===== src/rtl/io_gpio_ctrl.sv =====
// GPIO bank controller: pad output/enable registers, synchronized and
// debounced pad inputs with edge capture, register port and level irq.
module io_gpio_ctrl #(
  parameter int N_PINS      = 8,
  parameter int SYNC_STAGES = 2,
  parameter int DEBOUNCE_W  = 8
) (
  input  logic              clk,
  input  logic              rst_n,
  input  logic              req_valid,
  output logic              req_ready,
  input  logic              req_write,
  input  logic [2:0]        req_addr,
  input  logic [N_PINS-1:0] req_wdata,
  output logic              rsp_valid,
  input  logic              rsp_ready,
  output logic [N_PINS-1:0] rsp_rdata,
  output logic [N_PINS-1:0] c2p,
  output logic [N_PINS-1:0] c2p_en,
  input  logic [N_PINS-1:0] p2c,
  output logic              irq
);

  localparam int N = N_PINS;

  logic                          accept;
  logic                          wr;
  logic [7:0]                    sel;
  logic [N-1:0]                  out_q;
  logic [N-1:0]                  oe_q;
  logic [N-1:0]                  in_q;
  logic [N-1:0]                  prev_q;
  logic [N-1:0]                  rise_q;
  logic [N-1:0]                  fall_q;
  logic [N-1:0]                  ien_q;
  logic [N-1:0]                  sample_q;
  logic [N-1:0]                  sync;
  logic [N-1:0]                  match;
  logic [N-1:0]                  in_d;
  logic [N-1:0]                  set_r;
  logic [N-1:0]                  set_f;
  logic [N-1:0]                  clr_r;
  logic [N-1:0]                  clr_f;
  logic [N-1:0]                  rd_data;
  logic [DEBOUNCE_W-1:0]         deb_q;
  logic [DEBOUNCE_W-1:0]         cnt_q;
  logic [SYNC_STAGES-1:0][N-1:0] sync_q;
  logic [SYNC_STAGES-1:0]        vld_q;
  logic                          tick;
  logic                          load;
  logic                          loaded_q;
  logic                          primed_q;

  assign req_ready = !rsp_valid || rsp_ready;
  assign accept    = req_valid && req_ready;
  assign wr        = accept && req_write;
  assign sel       = wr ? (8'b1 << req_addr) : 8'b0;

  assign c2p    = out_q;
  assign c2p_en = oe_q;

  // vld_q marks when the sync chain carries real pad data, not reset zeros
  assign sync  = sync_q[SYNC_STAGES-1];
  assign tick  = cnt_q == deb_q;
  assign load  = tick && vld_q[SYNC_STAGES-1];
  assign match = ~(sync ^ sample_q);
  assign in_d  = (deb_q == '0) ? sync
               : (in_q & ~match) | (sync & match);

  assign set_r = {N{primed_q}} & in_q & ~prev_q;
  assign set_f = {N{primed_q}} & ~in_q & prev_q;
  assign clr_r = sel[3] ? req_wdata : '0;
  assign clr_f = sel[4] ? req_wdata : '0;

  always_comb begin
    rd_data = '0;
    case (req_addr)
      3'd0:    rd_data = out_q;
      3'd1:    rd_data = oe_q;
      3'd2:    rd_data = in_q;
      3'd3:    rd_data = rise_q;
      3'd4:    rd_data = fall_q;
      3'd5:    rd_data = ien_q;
      3'd6:    rd_data = N'(deb_q);
      default: rd_data = '0;
    endcase
  end

  always_ff @(posedge clk or negedge rst_n) begin
    if (!rst_n) begin
      out_q <= '0;
      oe_q  <= '0;
      ien_q <= '0;
      deb_q <= '0;
    end else begin
      unique case (1'b1)
        sel[0]:  out_q <= req_wdata;
        sel[1]:  oe_q  <= req_wdata;
        sel[5]:  ien_q <= req_wdata;
        sel[6]:  deb_q <= DEBOUNCE_W'(req_wdata);
        sel[7]:  out_q <= out_q ^ req_wdata;
        default: ;
      endcase
    end
  end

  always_ff @(posedge clk or negedge rst_n) begin
    if (!rst_n) begin
      sync_q   <= '0;
      vld_q    <= '0;
      cnt_q    <= '0;
      sample_q <= '0;
      in_q     <= '0;
      prev_q   <= '0;
      loaded_q <= 1'b0;
      primed_q <= 1'b0;
    end else begin
      sync_q   <= {sync_q[SYNC_STAGES-2:0], p2c};
      vld_q    <= {vld_q[SYNC_STAGES-2:0], 1'b1};
      prev_q   <= in_q;
      primed_q <= loaded_q;
      if (sel[6] || tick) begin
        cnt_q <= '0;
      end else begin
        cnt_q <= cnt_q + 1'b1;
      end
      if (load) begin
        sample_q <= sync;
        in_q     <= in_d;
        loaded_q <= 1'b1;
      end
    end
  end

  // a new edge wins over a simultaneous write-1-to-clear
  always_ff @(posedge clk or negedge rst_n) begin
    if (!rst_n) begin
      rise_q <= '0;
      fall_q <= '0;
      irq    <= 1'b0;
    end else begin
      rise_q <= (rise_q & ~clr_r) | set_r;
      fall_q <= (fall_q & ~clr_f) | set_f;
      irq    <= |((rise_q | fall_q) & ien_q);
    end
  end

  always_ff @(posedge clk or negedge rst_n) begin
    if (!rst_n) begin
      rsp_valid <= 1'b0;
      rsp_rdata <= '0;
    end else if (accept) begin
      rsp_valid <= 1'b1;
      rsp_rdata <= req_write ? '0 : rd_data;
    end else if (rsp_ready) begin
      rsp_valid <= 1'b0;
    end
  end

endmodule


===== config.mk =====
export PLATFORM = sky130hd
export DESIGN_NAME = io_gpio_ctrl
export DESIGN_NICKNAME = d
export VERILOG_FILES = /design/src/rtl/io_gpio_ctrl.sv
export SDC_FILE = /design/constraint.sdc
export NUM_CORES = 1
export LEC_CHECK = 0
export BUFFER_PORTS_ARGS = -buffer_cell sky130_fd_sc_hd__clkbuf_2
export CORE_UTILIZATION = 45
export DETAILED_ROUTE_END_ITERATION = 12
export HOLD_SLACK_MARGIN = 0.08
export PLACE_DENSITY = 0.66
export SETUP_SLACK_MARGIN = 0.2
export SYNTH_ARGS = -nofsm -noshare
export SYNTH_HDL_FRONTEND = slang
export SYNTH_SLANG_ARGS = --single-unit

===== constraint.sdc =====
create_clock -name clk -period 1.75 [get_ports clk]
set_input_delay 0.175 -clock clk [delete_from_list [all_inputs] [get_ports clk]]
set_output_delay 0.175 -clock clk [all_outputs]
set_load 0.005 [all_outputs]

Word level (Yosys, flattened, before mapping)

Index checks and enable logic that the tools add are counted.

Output and inout bits: 27
Bits in registers: 110
Input bits: 24
Logic and storage cells: 69

Reduce and logical (&&, ||, !) cells: 11
Muxes and demuxes: 10
Bitwise operators: 21
$add $sub $neg: 1
Equality and inequality tests: 7
Shifts and indexed selects: 1

Operator list:

| kind                | count |
|---|---|
| $and 8x8->8         | 9 |
| $pmux 8 s7          | 1 |
| $mux 8              | 6 |
| $not 8->8           | 6 |
| $or 8x8->8          | 4 |
| $pmux 8 s2          | 1 |
| $xor 8x8->8         | 2 |
| $eq 3x3->1 const B  | 3 |
| $add 8x1->8 const B | 1 |
| $eq 8x8->1          | 1 |
| $logic_not 8->1     | 1 |
| $reduce_or 8->1     | 1 |
| $shl 1x3->8 const A | 1 |
| $eq 3x2->1 const B  | 2 |
| $reduce_bool 2->1   | 2 |
| $eq 3x1->1 const B  | 1 |
| $logic_and 1x1->1   | 3 |
| $logic_not 3->1     | 1 |
| $logic_or 1x1->1    | 2 |
| $mux 1              | 2 |
| $logic_not 1->1     | 1 |

Longest topological paths before layout

Depth in word-level cells: 9
Depth in mapped cells: 6

Worst setup path after synthesis

No wires, ideal clock.

Path type: flip-flop to flip-flop
From: reg rsp_valid
To: reg deb_q[5]
Cell stages (with the launch flop): 7
Setup time: 0.125 ns
Setup slack: -0.117 ns
Arrival time: 1.742 ns
Period minus slack after synthesis: 1.867 ns
Buffers on the path: 1
Data required time: 1.625 ns
Path through: dfrtp_1 > nor2b_1 > inv_1 > nand2_2 > nor3_2 > buf_2 > mux2_2

Cells in the longest elaborated chain, start to end: 5

RTL lines:

| element                | RTL line | RTL |
|---|---|---|
| from (decl)            | 15       | `output logic rsp_valid,` |
| from (signal assigned) | 150      | `rsp_valid <= 1'b0;` |
| from (signal assigned) | 153      | `rsp_valid <= 1'b1;` |
| from (signal assigned) | 156      | `rsp_valid <= 1'b0;` |
| $logic_not 1->1        | 54       | `assign req_ready = !rsp_valid \|\| rsp_ready;` |
| $logic_or 1x1->1       | 54       |  |
| net req_ready          | 11       | `output logic req_ready,` |
| $logic_and 1x1->1      | 55       | `assign accept = req_valid && req_ready;` |
| $logic_and 1x1->1      | 56       | `assign wr = accept && req_write;` |
| $mux 8                 | 57       | `assign sel = wr ? (8'b1 << req_addr) : 8'b0;` |
| to (signal assigned)   | 100      | `sel[6]: deb_q <= DEBOUNCE_W'(req_wdata);` |
| to (decl)              | 45       | `logic [DEBOUNCE_W-1:0] deb_q;` |

The timed path passes the listed nets, and every way through them passes these cells.
A chain may end at the register's enable or synchronous reset.

==> qor.yml <==
cts_sinks: 110
drive_above_1_share_pct: 44.4
via_per_inst: 5.89
cpPeakStageDelay_ns: 0.55
die_area_um2: 11500
synth.avg_cell_area_um2: 11.9
wl_per_cell_um: 20.2
io_pins: 51
routed_wl_um: 13700
finalClockSkew_ns: 0.0109
die_w_um: 107
power_density_nw_per_um2: 1180
whs_endpoint: "c2p[4]$_DFFE_PN0P_"
worstHoldPathCells: 3
fmax_ghz: 0.558
rr_worst_depth: 5
nets: 556
fin_ws_ns: -0.0410
rsz0062_at_grt: "yes"
finalCriticalPeriod_ns: 1.79
drt-initial-drc-count: 209
synth_ff_type: "dfrtp_1"
worstPathArrival_ns: 2.03
gp_congestion: 0.820
finalHoldViolCount: 0
ys_seq_elements: 110
fp.dieH_um: 107
status: "finished with violations"
timing.reg2reg.setup_slack_ns: -0.04
synth_area_um2: 4980
yosys_warnings: 0
grt_max_degree: 38
setup_viol: 19
hold_slack_ns: 0.162
core_area_um2: 10800
final.setup.tns_ns: -0.250
ys_types: 50
relSlewSlack_pct: 63.5
violations: "setup timing"
worstSetupEndpointType: "flip-flop"
drt.antenna.violating_nets: 0
dp_hpwl_um: 9050
peakVddDrop_mv: 0.583
antenna_cells: 0
yosysSeqAreaShare_pct: 55.3
synth-edff-count: 0
reg2reg_from: "deb_q[0]$_DFFE_PN0P_"
cpMaxStageDelayCell: "or4_4"
fillerInstances: 823
syn-instance-count: 419
cp_cell_sequence: "or4_4, or2_4, nor4_4, buf_6, a221oi_1"
power.leakage_uw: 0.00300
start_kind: "flip-flop"
row_count: 38
crit_required_ns: 1.99
start_util_pct: 46.1
cts_tree: "yes"
antenna_found_initial: 0
fin_crit_sh_pct: 102
root_buffer: "clkbuf_8"
grt_pass1_vias: 3965
drv_cap: 0
htreeDepth: 3
layout_commonest_cell: "dfrtp_1"
grt_overflow_total: 0
place_ws_ns: -0.0625
worstPathMaxFanout: 7
async_reset_ff_share_pct: 100
grt_first_pass_wirelength_um: 21200
clkTransAtPathRegs_ns: 0.10
drv_slew: 0
grt_usage_pct: 24.3
area_growth_pct: 37.1
clock_latency_ns: 0.37
synth_nets: 444
most-common-layout-cells: "dfrtp_1, clkbuf_2, buf_4"
port_buffers: 50
worstSetupPathType: "flip-flop to flip-flop"
cts_made_buffers: 9
drt_pre_antenna_iters: 4
cts_buffer_depth: 2
route.detailed.drc: 0
via_count: 3984
hp-class: "input port to flip-flop"
worstMarginPinSlew_ns: 0.548
worst_hold_startpoint: "req_wdata[4]"
kinds of logic after synthesis:
kind of cell    after synthesis  synth area share (%)
other cells                   1                0.0754
compound gates               96                  15.1
buf+inv                      42                  3.65
simple gates                101                  11.1
mux                          46                  10.7
flops                       110                  55.3
xor+xnor                     22                  3.87
fa+ha+maj                     1                 0.251
Yosys cell counts (2+ instances only):
master,instances,share of area [%]
mux2i_1,8,1.6
xor2_1,13,2.3
a41oi_1,7,1.2
mux2_2,36,8.1
a22o_1,8,1.4
nand3_1,15,1.5
inv_1,23,1.7
xnor2_1,9,1.6
nand2_1,36,2.7
dfrtp_1,110,55
nor3_1,9,0.91
nor4_1,2,0.25
o21ai_0,18,1.8
nor2b_1,6,0.75
a22oi_1,9,1.4
buf_2,4,0.40
o21bai_1,8,1.2
nor3_4,2,0.65
or4_1,2,0.30
nand4_1,6,0.75
and4_1,2,0.35
o221ai_1,5,0.88
a221oi_1,11,1.9
clkbuf_1,11,0.83
o2bb2ai_1,14,2.5
o41ai_1,9,1.6
a21oi_1,2,0.20
buf_6,2,0.45
mux4_2,2,0.91
nor2_1,7,0.53
and3_1,4,0.50
sequential cells by signal, summed over array words and instances (netlist names), named ones only:
signal,count
rsp_rdata,8
prev_q,8
c2p_en,8
sync,8
irq,1
deb_q,8
vld_q,2
sync_q,8
primed_q,1
rise_q,8
sample_q,8
rsp_valid,1
c2p,8
ien_q,8
loaded_q,1
cnt_q,8
fall_q,8
critical path, delay by kind of cell, from the launching register on:
| family | cells | cell delay [ns] |
|---|---|---|
| simple gates | 3 | 0.99 |
| buf+inv | 1 | 0.17 |
| flops | 1 | 0.40 |
| compound gates | 1 | 0.09 |
timing repair:
| action | 4_1_cts | 5_1_grt |
|---|---|---|
| hold buffers | 9 | 0 |
| pin swaps | 4 | 26 |
| gates resized for setup | 49 | 87 |
| setup buffers | 5 | 8 |
| setup endpoints to repair | 49 | 62 |
| gates cloned | 1 | 0 |
| hold endpoints to repair | 37 | 0 |
report_power, final:
group | total (uW) | switching, uW | internal (uW)
Clock | 1630 | 878 | 754
Combinational | 2730 | 1260 | 1470
Sequential | 3650 | 596 | 3050
Total | 8010 | 2730 | 5280
stage by stage:
stage          total power [uW]  std cells  area, um2  utilization, %
2_1_floorplan              4660        419       5030               -
6_report                   8010        676       6820            63.2
4_1_cts                    7440        668       6310            58.5
5_1_grt                    8430        676       6820            63.2
3_3_place_gp               5450        637       5760            53.4
3_5_place_dp               5520        637       5760            53.4
routing by layer:
metal  track usage, %  routed length (um)  up-vias
li1                 -                   -     1776
met1             32.8                5780     2028
met2             40.5                6870      149
met3             3.40                 685       31
met4             7.53                 340        0
met5                0                   0        -
layout make-up:
type | instances | area [um2] | area share, %
repair buffers | 119 | 962 | 14.1
multi-input cells | 267 | 2620 | 38.5
clock inverters | 5 | 63.8 | 0.936
clock buffers | 11 | 151 | 2.22
inverters | 24 | 92.6 | 1.36
well taps | 140 | 175 | 2.57
flip-flops and latches | 110 | 2750 | 40.4
worst max-delay path by stage:
stage	endpoint	slack, ns	start
6_report	flip-flop	-0.04	deb_q[0]$_DFFE_PN0P_
3_3_place_gp	sample_q[3]$_DFFE_PN0P_	-0.03	deb_q[3]$_DFFE_PN0P_
4_1_cts	flip-flop	-0.008	deb_q[4]$_DFFE_PN0P_
5_1_grt	flip-flop	-0.09	deb_q[0]$_DFFE_PN0P_
2_1_floorplan	flip-flop	-0.08	deb_q[4]$_DFFE_PN0P_
3_5_place_dp	sample_q[4]$_DFFE_PN0P_	-0.06	deb_q[3]$_DFFE_PN0P_
(Power assumes the default switching activity.)
